$ cat src/rtl/mips_pkg.sv
// Shared MIPS datapath constants used by the writeback arbiter and its FIFO.
package mips_pkg;

    localparam int WIDTH = 32;
    localparam int AW    = 5;

    localparam logic [4:0] REG_ZERO = 5'd0;

endpackage

$ cat src/rtl/wb_fifo.sv
// Queue of long-latency writeback results with per-entry valid bits.
// Entries can be cancelled in place by address and searched by two read ports.
module wb_fifo #(
    parameter int WIDTH = 32,
    parameter int AW    = 5,
    parameter int DEPTH = 2,
    parameter int CW    = $clog2(DEPTH + 1)
) (
    input  logic             clock,
    input  logic             reset,
    input  logic             i_push,
    input  logic [AW-1:0]    i_pushAddr,
    input  logic [WIDTH-1:0] i_pushData,
    input  logic             i_pop,
    input  logic             i_killEn,
    input  logic [AW-1:0]    i_killAddr,
    input  logic [AW-1:0]    i_rdAddr1,
    input  logic [AW-1:0]    i_rdAddr2,
    output logic             o_full,
    output logic             o_notEmpty,
    output logic             o_headValid,
    output logic [AW-1:0]    o_headAddr,
    output logic [WIDTH-1:0] o_headData,
    output logic             o_hit1,
    output logic             o_hit2,
    output logic [CW-1:0]    o_validCount
);
    import mips_pkg::*;

    localparam int PW = $clog2(DEPTH);

    logic [AW-1:0]    r_addr [DEPTH];
    logic [WIDTH-1:0] r_data [DEPTH];
    logic [DEPTH-1:0] r_vld;
    logic [PW-1:0]    r_wrPtr;
    logic [PW-1:0]    r_rdPtr;
    logic [CW-1:0]    r_count;

    logic             w_match1;
    logic             w_match2;
    logic [CW-1:0]    w_validCount;

    // Valid bits are cleared on pop, so a set bit always marks a live occupied slot.
    always_ff @(posedge clock or negedge reset) begin
        if (!reset) begin
            for (int i = 0; i < DEPTH; i++) begin
                r_addr[i] <= '0;
                r_data[i] <= '0;
            end
            r_vld   <= '0;
            r_wrPtr <= '0;
            r_rdPtr <= '0;
            r_count <= '0;
        end else begin
            for (int i = 0; i < DEPTH; i++) begin
                if (i_killEn && (r_addr[i] == i_killAddr)) begin
                    r_vld[i] <= 1'b0;
                end
            end
            if (i_pop) begin
                r_vld[r_rdPtr] <= 1'b0;
                r_rdPtr        <= r_rdPtr + PW'(1);
            end
            if (i_push) begin
                r_addr[r_wrPtr] <= i_pushAddr;
                r_data[r_wrPtr] <= i_pushData;
                r_vld[r_wrPtr]  <= !(i_killEn && (i_pushAddr == i_killAddr));
                r_wrPtr         <= r_wrPtr + PW'(1);
            end
            r_count <= r_count + CW'(i_push) - CW'(i_pop);
        end
    end

    always_comb begin
        w_match1     = 1'b0;
        w_match2     = 1'b0;
        w_validCount = '0;
        for (int i = 0; i < DEPTH; i++) begin
            if (r_vld[i] && (r_addr[i] == i_rdAddr1)) w_match1 = 1'b1;
            if (r_vld[i] && (r_addr[i] == i_rdAddr2)) w_match2 = 1'b1;
            w_validCount = w_validCount + CW'(r_vld[i]);
        end
    end

    assign o_full       = (r_count == CW'(DEPTH));
    assign o_notEmpty   = (r_count != '0);
    assign o_headValid  = r_vld[r_rdPtr];
    assign o_headAddr   = r_addr[r_rdPtr];
    assign o_headData   = r_data[r_rdPtr];
    assign o_hit1       = w_match1 && (i_rdAddr1 != AW'(REG_ZERO));
    assign o_hit2       = w_match2 && (i_rdAddr2 != AW'(REG_ZERO));
    assign o_validCount = w_validCount;

endmodule

$ cat src/rtl/regfile_wb_arbiter.sv
// Single write-port driver for the register file: pipeline writeback wins,
// queued long-latency results fill idle cycles, pending hits feed decode stalls.
module regfile_wb_arbiter #(
    parameter int WIDTH = mips_pkg::WIDTH,
    parameter int AW    = mips_pkg::AW,
    parameter int DEPTH = 2
) (
    input  logic                         clock,
    input  logic                         reset,
    input  logic                         pipe_valid,
    input  logic [AW-1:0]                pipe_addr,
    input  logic [WIDTH-1:0]             pipe_data,
    input  logic                         lr_valid,
    output logic                         lr_ready,
    input  logic [AW-1:0]                lr_addr,
    input  logic [WIDTH-1:0]             lr_data,
    input  logic [AW-1:0]                rdaddr1,
    input  logic [AW-1:0]                rdaddr2,
    output logic                         pend_hit1,
    output logic                         pend_hit2,
    output logic                         RegWrite,
    output logic [AW-1:0]                wraddr,
    output logic [WIDTH-1:0]             wrdata,
    output logic [$clog2(DEPTH+1)-1:0]   pend_count
);
    import mips_pkg::*;

    localparam int CW = $clog2(DEPTH + 1);

    logic             r_regWrite;
    logic [AW-1:0]    r_wraddr;
    logic [WIDTH-1:0] r_wrdata;

    logic             w_pipeEff;
    logic             w_lrFire;
    logic             w_push;
    logic             w_pop;
    logic             w_full;
    logic             w_notEmpty;
    logic             w_headValid;
    logic [AW-1:0]    w_headAddr;
    logic [WIDTH-1:0] w_headData;
    logic             w_fifoHit1;
    logic             w_fifoHit2;
    logic [CW-1:0]    w_validCount;

    assign w_pipeEff = pipe_valid && (pipe_addr != AW'(REG_ZERO));
    assign w_lrFire  = lr_valid && !w_full;
    assign w_push    = w_lrFire && (lr_addr != AW'(REG_ZERO));
    // A cancelled head never needs the write port, so it drains even under pipe traffic.
    assign w_pop     = w_notEmpty && (!w_headValid || !w_pipeEff);

    wb_fifo #(
        .WIDTH (WIDTH),
        .AW    (AW),
        .DEPTH (DEPTH),
        .CW    (CW)
    ) u_wbFifo (
        .clock        (clock),
        .reset        (reset),
        .i_push       (w_push),
        .i_pushAddr   (lr_addr),
        .i_pushData   (lr_data),
        .i_pop        (w_pop),
        .i_killEn     (w_pipeEff),
        .i_killAddr   (pipe_addr),
        .i_rdAddr1    (rdaddr1),
        .i_rdAddr2    (rdaddr2),
        .o_full       (w_full),
        .o_notEmpty   (w_notEmpty),
        .o_headValid  (w_headValid),
        .o_headAddr   (w_headAddr),
        .o_headData   (w_headData),
        .o_hit1       (w_fifoHit1),
        .o_hit2       (w_fifoHit2),
        .o_validCount (w_validCount)
    );

    always_ff @(posedge clock or negedge reset) begin
        if (!reset) begin
            r_regWrite <= 1'b0;
            r_wraddr   <= '0;
            r_wrdata   <= '0;
        end else if (w_pipeEff) begin
            r_regWrite <= 1'b1;
            r_wraddr   <= pipe_addr;
            r_wrdata   <= pipe_data;
        end else if (w_notEmpty && w_headValid) begin
            r_regWrite <= 1'b1;
            r_wraddr   <= w_headAddr;
            r_wrdata   <= w_headData;
        end else begin
            r_regWrite <= 1'b0;
        end
    end

    // A result being accepted this cycle is already pending from decode's view.
    assign pend_hit1  = w_fifoHit1 ||
                        (w_lrFire && (lr_addr == rdaddr1) && (rdaddr1 != AW'(REG_ZERO)));
    assign pend_hit2  = w_fifoHit2 ||
                        (w_lrFire && (lr_addr == rdaddr2) && (rdaddr2 != AW'(REG_ZERO)));

    assign lr_ready   = !w_full;
    assign pend_count = w_validCount;
    assign RegWrite   = r_regWrite;
    assign wraddr     = r_wraddr;
    assign wrdata     = r_wrdata;

endmodule

$ cat config.mk
export PLATFORM = sky130hd
export DESIGN_NAME = regfile_wb_arbiter
export DESIGN_NICKNAME = d
export VERILOG_FILES = /design/src/rtl/mips_pkg.sv /design/src/rtl/wb_fifo.sv /design/src/rtl/regfile_wb_arbiter.sv
export SDC_FILE = /design/constraint.sdc
export NUM_CORES = 1
export LEC_CHECK = 0
export ABC_AREA = 1
export CORE_ASPECT_RATIO = 1.4
export CORE_MARGIN = 8
export CORE_UTILIZATION = 50
export DETAILED_ROUTE_END_ITERATION = 8
export GPL_TIMING_DRIVEN = 1
export HOLD_SLACK_MARGIN = 0.03
export PLACE_DENSITY = 0.78
export RECOVER_POWER = 50
export SLEW_MARGIN = 20
export SYNTH_ARGS = -nofsm -noshare
export SYNTH_HDL_FRONTEND = slang
export SYNTH_SLANG_ARGS = --single-unit
$ cat constraint.sdc
create_clock -name clock -period 1.96 [get_ports clock]
set_input_delay 0.294 -clock clock [delete_from_list [all_inputs] [get_ports clock]]
set_output_delay 0.294 -clock clock [all_outputs]
set_load 0.02 [all_outputs]
Yosys cells after proc, flatten, opt, wreduce, memory -nomap -nowiden
Index checks and enable logic that the tools add are counted.

word-level totals
  input port bits = 88
  register bits after elaboration = 118

operators by class
  magnitude comparators = 7
  $add $sub $neg = 5
  reductions and logical operators = 34
  equal/unequal tests = 10
  multiplexer cells = 33
  bitwise operators = 4

operator list
  cell                                                         number
  two-way mux 32 bit                                           6
  bitwise mux 64 bit                                           1
  == test 5 bit                                                9
  demux 32 bit (select 1 bit)                                  1
  two-way mux 5 bit                                            6
  logical AND 1 bit                                            21
  nonzero test 5 bit                                           4
  two-way mux 1 bit                                            12
  bitwise mux 10 bit                                           1
  demux 5 bit (select 1 bit)                                   1
  >= comparator 2 bit (second input constant)                  2
  zero test 1 bit                                              4
  less-than comparator 1 x 2 -> 1 bit (second input constant)  2
  two-way mux 2 bit                                            2
  inverter 1 -> 2 bit                                          2
  nonzero test 2 bit                                           2
  logical OR 1 bit                                             3
  adder 1 bit (second input constant)                          2
  adder 1 x 1 -> 2 bit                                         1
  adder 2 x 1 -> 2 bit                                         1
  AND 2 bit                                                    1
  bitwise mux 2 bit                                            1
  demux 1 bit (select 1 bit)                                   2
  == test 2 bit (second input constant)                        1
  other kinds (4)                                              5

Longest topological paths before layout
  word-level depth = 9
  depth in mapped cells = 10
  gate-level depth less buffers = 10

Hierarchy
Synthesis repeated with hierarchy kept, for this count alone.

second synthesis, totals
  cells, all modules = 957
  area, all modules = 6661.4 µm²

by module, submodules not included
  module              area each (µm²)  seq. area each (µm²)  cells an instance  instances
  wb_fifo             4220.3           2001.9                564                1
  regfile_wb_arbiter  2441.1           950.9                 393                1

Worst setup path before layout
Ideal clock, no wire load.

  path kind = flip-flop to flip-flop
  start = register u_wbFifo.r_rdPtr
  end = register u_wbFifo.r_count[1]
  required time = 1837 ps
  buffers on the path = 0
  arrival = 1424 ps
  setup time = 123 ps
  setup slack = 414 ps
  cell stages (with the launch flop) = 11
  cell sequence = dfrtp_1 > inv_1 > nand2_1 > nand2_1 > nand3_1 > nand2_1 > inv_1 > ha_1 > inv_1 > ha_1 > xnor2_1

on the way
  longest elaborated chain between the ends = 6

RTL lines
  element                                               RTL line                  source
  start, declared                                       wb_fifo.sv:36             logic [PW-1:0] r_rdPtr;
  start signal, assigned                                wb_fifo.sv:62             r_rdPtr <= r_rdPtr + PW'(1);
  two-way mux 1 bit (implied by the code) (2 in a row)  wb_fifo.sv:87             assign o_headValid = r_vld[r_rdPtr];
  zero test 1 bit                                       regfile_wb_arbiter.sv:51  assign w_pop = w_notEmpty && (!w_headValid || !w_pipeEff);
  logical OR 1 bit                                      regfile_wb_arbiter.sv:51
  logical AND 1 bit                                     regfile_wb_arbiter.sv:51
  subtractor 2 x 1 -> 2 bit                             wb_fifo.sv:70             r_count <= r_count + CW'(i_push) - CW'(i_pop);
  end signal, assigned                                  wb_fifo.sv:70
  end, declared                                         wb_fifo.sv:37             logic [CW-1:0] r_count;

Every way passes these cells. The select of a mux whose other input is x is not followed.
A chain may end at the register's enable or synchronous reset.

Worst setup path after layout
  start = register u_wbFifo.r_vld[0]
  end = output pend_count[0]

on the way
  longest elaborated chain between the ends = 1

RTL lines
  element                          RTL line                  source
  start, declared                  wb_fifo.sv:34             logic [DEPTH-1:0] r_vld;
  start signal, assigned by index  wb_fifo.sv:67             r_vld[r_wrPtr] <= !(i_killEn && (i_pushAddr == i_killAddr));
  adder 1 x 1 -> 2 bit             wb_fifo.sv:81             w_validCount = w_validCount + CW'(r_vld[i]);
  end, declared                    regfile_wb_arbiter.sv:24  output logic [$clog2(DEPTH+1)-1:0] pend_count

Every way passes these cells.

==> metrics list <==
* Total negative slack: 0 ns
- Remaining Overflow, GRT: 0
* Maximum clock frequency: 519.1 MHz
- Post-DRT Antenna Nets: 0
- Across the VDD grid, the largest voltage drop is 0.6924 mV.
- Compound-Gate Fraction of Synth Area: 9.664%
* Number of top-level pins: 131
- GRT Resource Usage Total: 21.46%
- Max-Cap Viols: 0
- Area delta synth->final: 34.73%
- In the global route stage, met2 resource usage came out at 38.82%.
* Worst slew margin: 42.71%
* Commonest cells after routing, fill and taps aside: sky130_fd_sc_hd__nand2_1 (265), sky130_fd_sc_hd__clkdlybuf4s50_1 (122), sky130_fd_sc_hd__dfrtp_1 (115), sky130_fd_sc_hd__o21ai_0 (67), sky130_fd_sc_hd__inv_1 (62)
- Per report_power, the clock group accounts for 25.1% of the total.
* Worst setup skew after layout: 0.007417 ns
- Net switching power: 0.005142 W
* Clock period minus worst slack: 1.926 ns
* Crit share post-route: 98.28%
- Netlist cell types: 30
- Of all nets on the critical path, the largest fanout is 3.
* Clock transition at the registers of the reported paths: 0.06 ns
- From bottom edge to top edge, the die measures 151.2 um.
- Global-route wire length before repair: 28.95 mm
* Slew Viols, Final: 0
- Post-route cell area: 8791 um^2
- Leading cell type in the layout, fill and taps excluded: sky130_fd_sc_hd__nand2_1
* Depth of the worst register-to-register path: 8
* Placer's final routability congestion estimate: 0.9083
* Die width: 112.5 um
- Placeable core region: 12810 um^2
* Source-to-sink clock delay at the later pin of the worst-skew pair: 0.40 ns
- CTS Buf Count: 17
* DR vias: 5690
- The initial antenna violation count is 0.
- The tightest min-delay check is of the in -> reg type.
- Synthesized Nets: 883
- Effective utilization at floorplan: 50.92%
- Via density: 5.062
- The via count of the first global-routing pass is 5893.
- Post-synthesis share of cell area spent on xor and xnor gates: 2.282%
- Cells on Worst Hold Path: 3
- Worst path arrival time: 1.63 ns
* RSZ-0062 raised after global routing: no
- For this run, global-route usage on met3 was measured as 4.709%.
- Area occupied by registers: 2957 um^2
* Clock root buffer master: sky130_fd_sc_hd__clkbuf_16
- Detailed Route Iter0 Violations: 260
- Main combinational cell family by area after synthesis: simple AND/OR/NAND/NOR gates
* Leakage power: 4.301 nW
- Area fraction in and, or, nand and nor cells after synthesis: 33.02%
* Routing usage on met1: 24.25%
- After legalization and detailed placement, the total HPWL measured 12.34 mm.
- Post-layout net count: 1049
- Startpoint Class: flip-flop
* Fraction of power consumed by sequential logic: 31.5%
- Antenna cell count: 0
- Entering global routing, the biggest net connects 65 pins.
- Share of layout cells above drive strength 1: 22.35%
- The hold violation count in the final report was 0.
- Setup CP Type: reg -> out
- Gr busiest metal: met2
- Final count of negative-setup-slack endpoints: 0
- Dividing the detail-routed wire length by the instance count gives 15.61 um.
- TritonCTS built the clock tree.
- Switch share: 38.80%
- Run status: completed
- Die footprint: 17010 um^2
- For this design the ratio of total power to cell area is 1507 nW/um^2.
- After synthesis, flip-flops and latches occupy 45.25% of the total area.
- The cell count after synthesis came out at 792.
- CTS saw 118 sinks.
* Total number of placement rows: 49
- Cell area after synthesis: 6525 um^2
* Buffer levels on the longest clock path: 2
* # DRC: 0
- Actual slew at the worst max-slew pin: 0.8594 ns
- Final routed wirelength across all metal layers: 17.55 mm
- Yosys warns: 0
* Multiplexer share of the synthesized area: 0%
* Fill cell count: 1038
- Logic pwr share: 43.4%
- Drt first pass iters: 4
- Of the total synthesized cell area, the portion taken by full adders, half adders and majority gates is 0.5753%.
- Counting flops and latches in the post-synthesis netlist gives 118.
* H-Tree Level Count: 4
- # port buffers: 130
- The internal power of the cells totals 0.008109 W.
- Critical Path RT: 1.67 ns
- Combined area of the multi-input logic cells: 2924 um^2
* Post-place instance area: 8238 um^2
- STA classifies the critical path endpoint as an output port.
- Post-synthesis area per instance: 8.239 um^2
synth_stat cells, drive strengths merged:
library cell | instances | area share, %
clkbuf | 3 | 0.17
nor2 | 30 | 2.0
nor3 | 4 | 0.31
a21oi | 2 | 0.15
nand4 | 4 | 0.38
or2 | 1 | 0.13
xnor2 | 7 | 0.94
dfrtp | 118 | 45
inv | 72 | 4.3
xor2 | 10 | 1.3
buf | 36 | 4.7
o21ai | 97 | 9.2
nand2 | 313 | 21
o211ai | 3 | 0.35
ha | 3 | 0.58
nand3 | 89 | 9.7
sequential cells by signal (all words and copies together) (netlist names):
register and count:
u_wbFifo.r_rdPtr 1, u_wbFifo.r_wrPtr 1, u_wbFifo.r_count 2, u_wbFifo.r_vld 2, RegWrite 1, wrdata 32
u_wbFifo.r_data 64, u_wbFifo.r_addr 10, wraddr 5
stage by stage:
step                total power, W  setup WS [ns]  hold slack, ns  std cells  util (%)
finish                     0.01325        0.03368          0.4559       1124     68.61
global route               0.01418       0.003706          0.4560       1124     68.61
CTS                        0.01347        0.02945          0.4128       1124     69.25
detailed placement         0.01006        -0.3892          0.2755       1091     64.29
global placement          0.009948        -0.3970          0.2817       1091     64.29
floorplan                 0.007949         0.4137       -0.001591        792         -
layer usage:
layer | routed length (um) | share of wire [%]
met1 | 7087 | 40
met2 | 9205 | 52
met3 | 863 | 4.9
met4 | 393 | 2.2
met5 | 0 | 0
critical path: stages (launching register included):
cell                            delay, ns
sky130_fd_sc_hd__dfrtp_1             0.45
sky130_fd_sc_hd__buf_4               0.18
sky130_fd_sc_hd__ha_1                0.28
sky130_fd_sc_hd__dlygate4sd2_1       0.32
layout make-up:
type / count / area share [%]
clock inverters: 14 / 2.277
multi-input cells: 563 / 33.26
well taps: 153 / 2.178
flip-flops and latches: 118 / 33.63
repair buffers: 186 / 20.42
inverters: 72 / 3.231
clock buffers: 18 / 4.996
power groups by stage:
| stage | logic [W] | clock network [W] | registers, W |
|---|---|---|---|
| detailed placement | 0.00588 | 0 | 0.00418 |
| finish | 0.00575 | 0.00333 | 0.00418 |
| global route | 0.00639 | 0.00350 | 0.00430 |
| floorplan | 0.00350 | 0 | 0.00445 |
| CTS | 0.00592 | 0.00337 | 0.00418 |
| global placement | 0.00579 | 0 | 0.00416 |
worst paths after layout:
kind                                     startpoint                   to  slack [ns]
worst min register to register  u_wbFifo.r_data[12]  u_wbFifo.r_data[12]        0.48
worst min-delay path                   pipe_data[1]            wrdata[1]        0.46
worst max register to register  u_wbFifo.r_count[1]  u_wbFifo.r_data[42]        0.20
worst max-delay path              u_wbFifo.r_vld[0]        pend_count[0]        0.03
min in group asynchronous                     reset           wrdata[22]        0.55
max in group asynchronous                     reset           wrdata[31]        0.31
what timing repair did:
item,4_1_cts,5_1_grt
pin swaps,0,1
hold endpoints to repair,32,0
resized for setup,16,5
setup buffers,0,0
endpoints found under the setup margin,4,2
cloned,0,0
hold buffers,1,0
kinds of logic after synthesis:
group	Yosys count
adders and majority gates	3
AOI/OAI and AO/OA	102
DFF	118
and+or+nand+nor	441
buffers and inverters	111
xor gates and xnor gates	17
(Power assumes the default switching activity.)
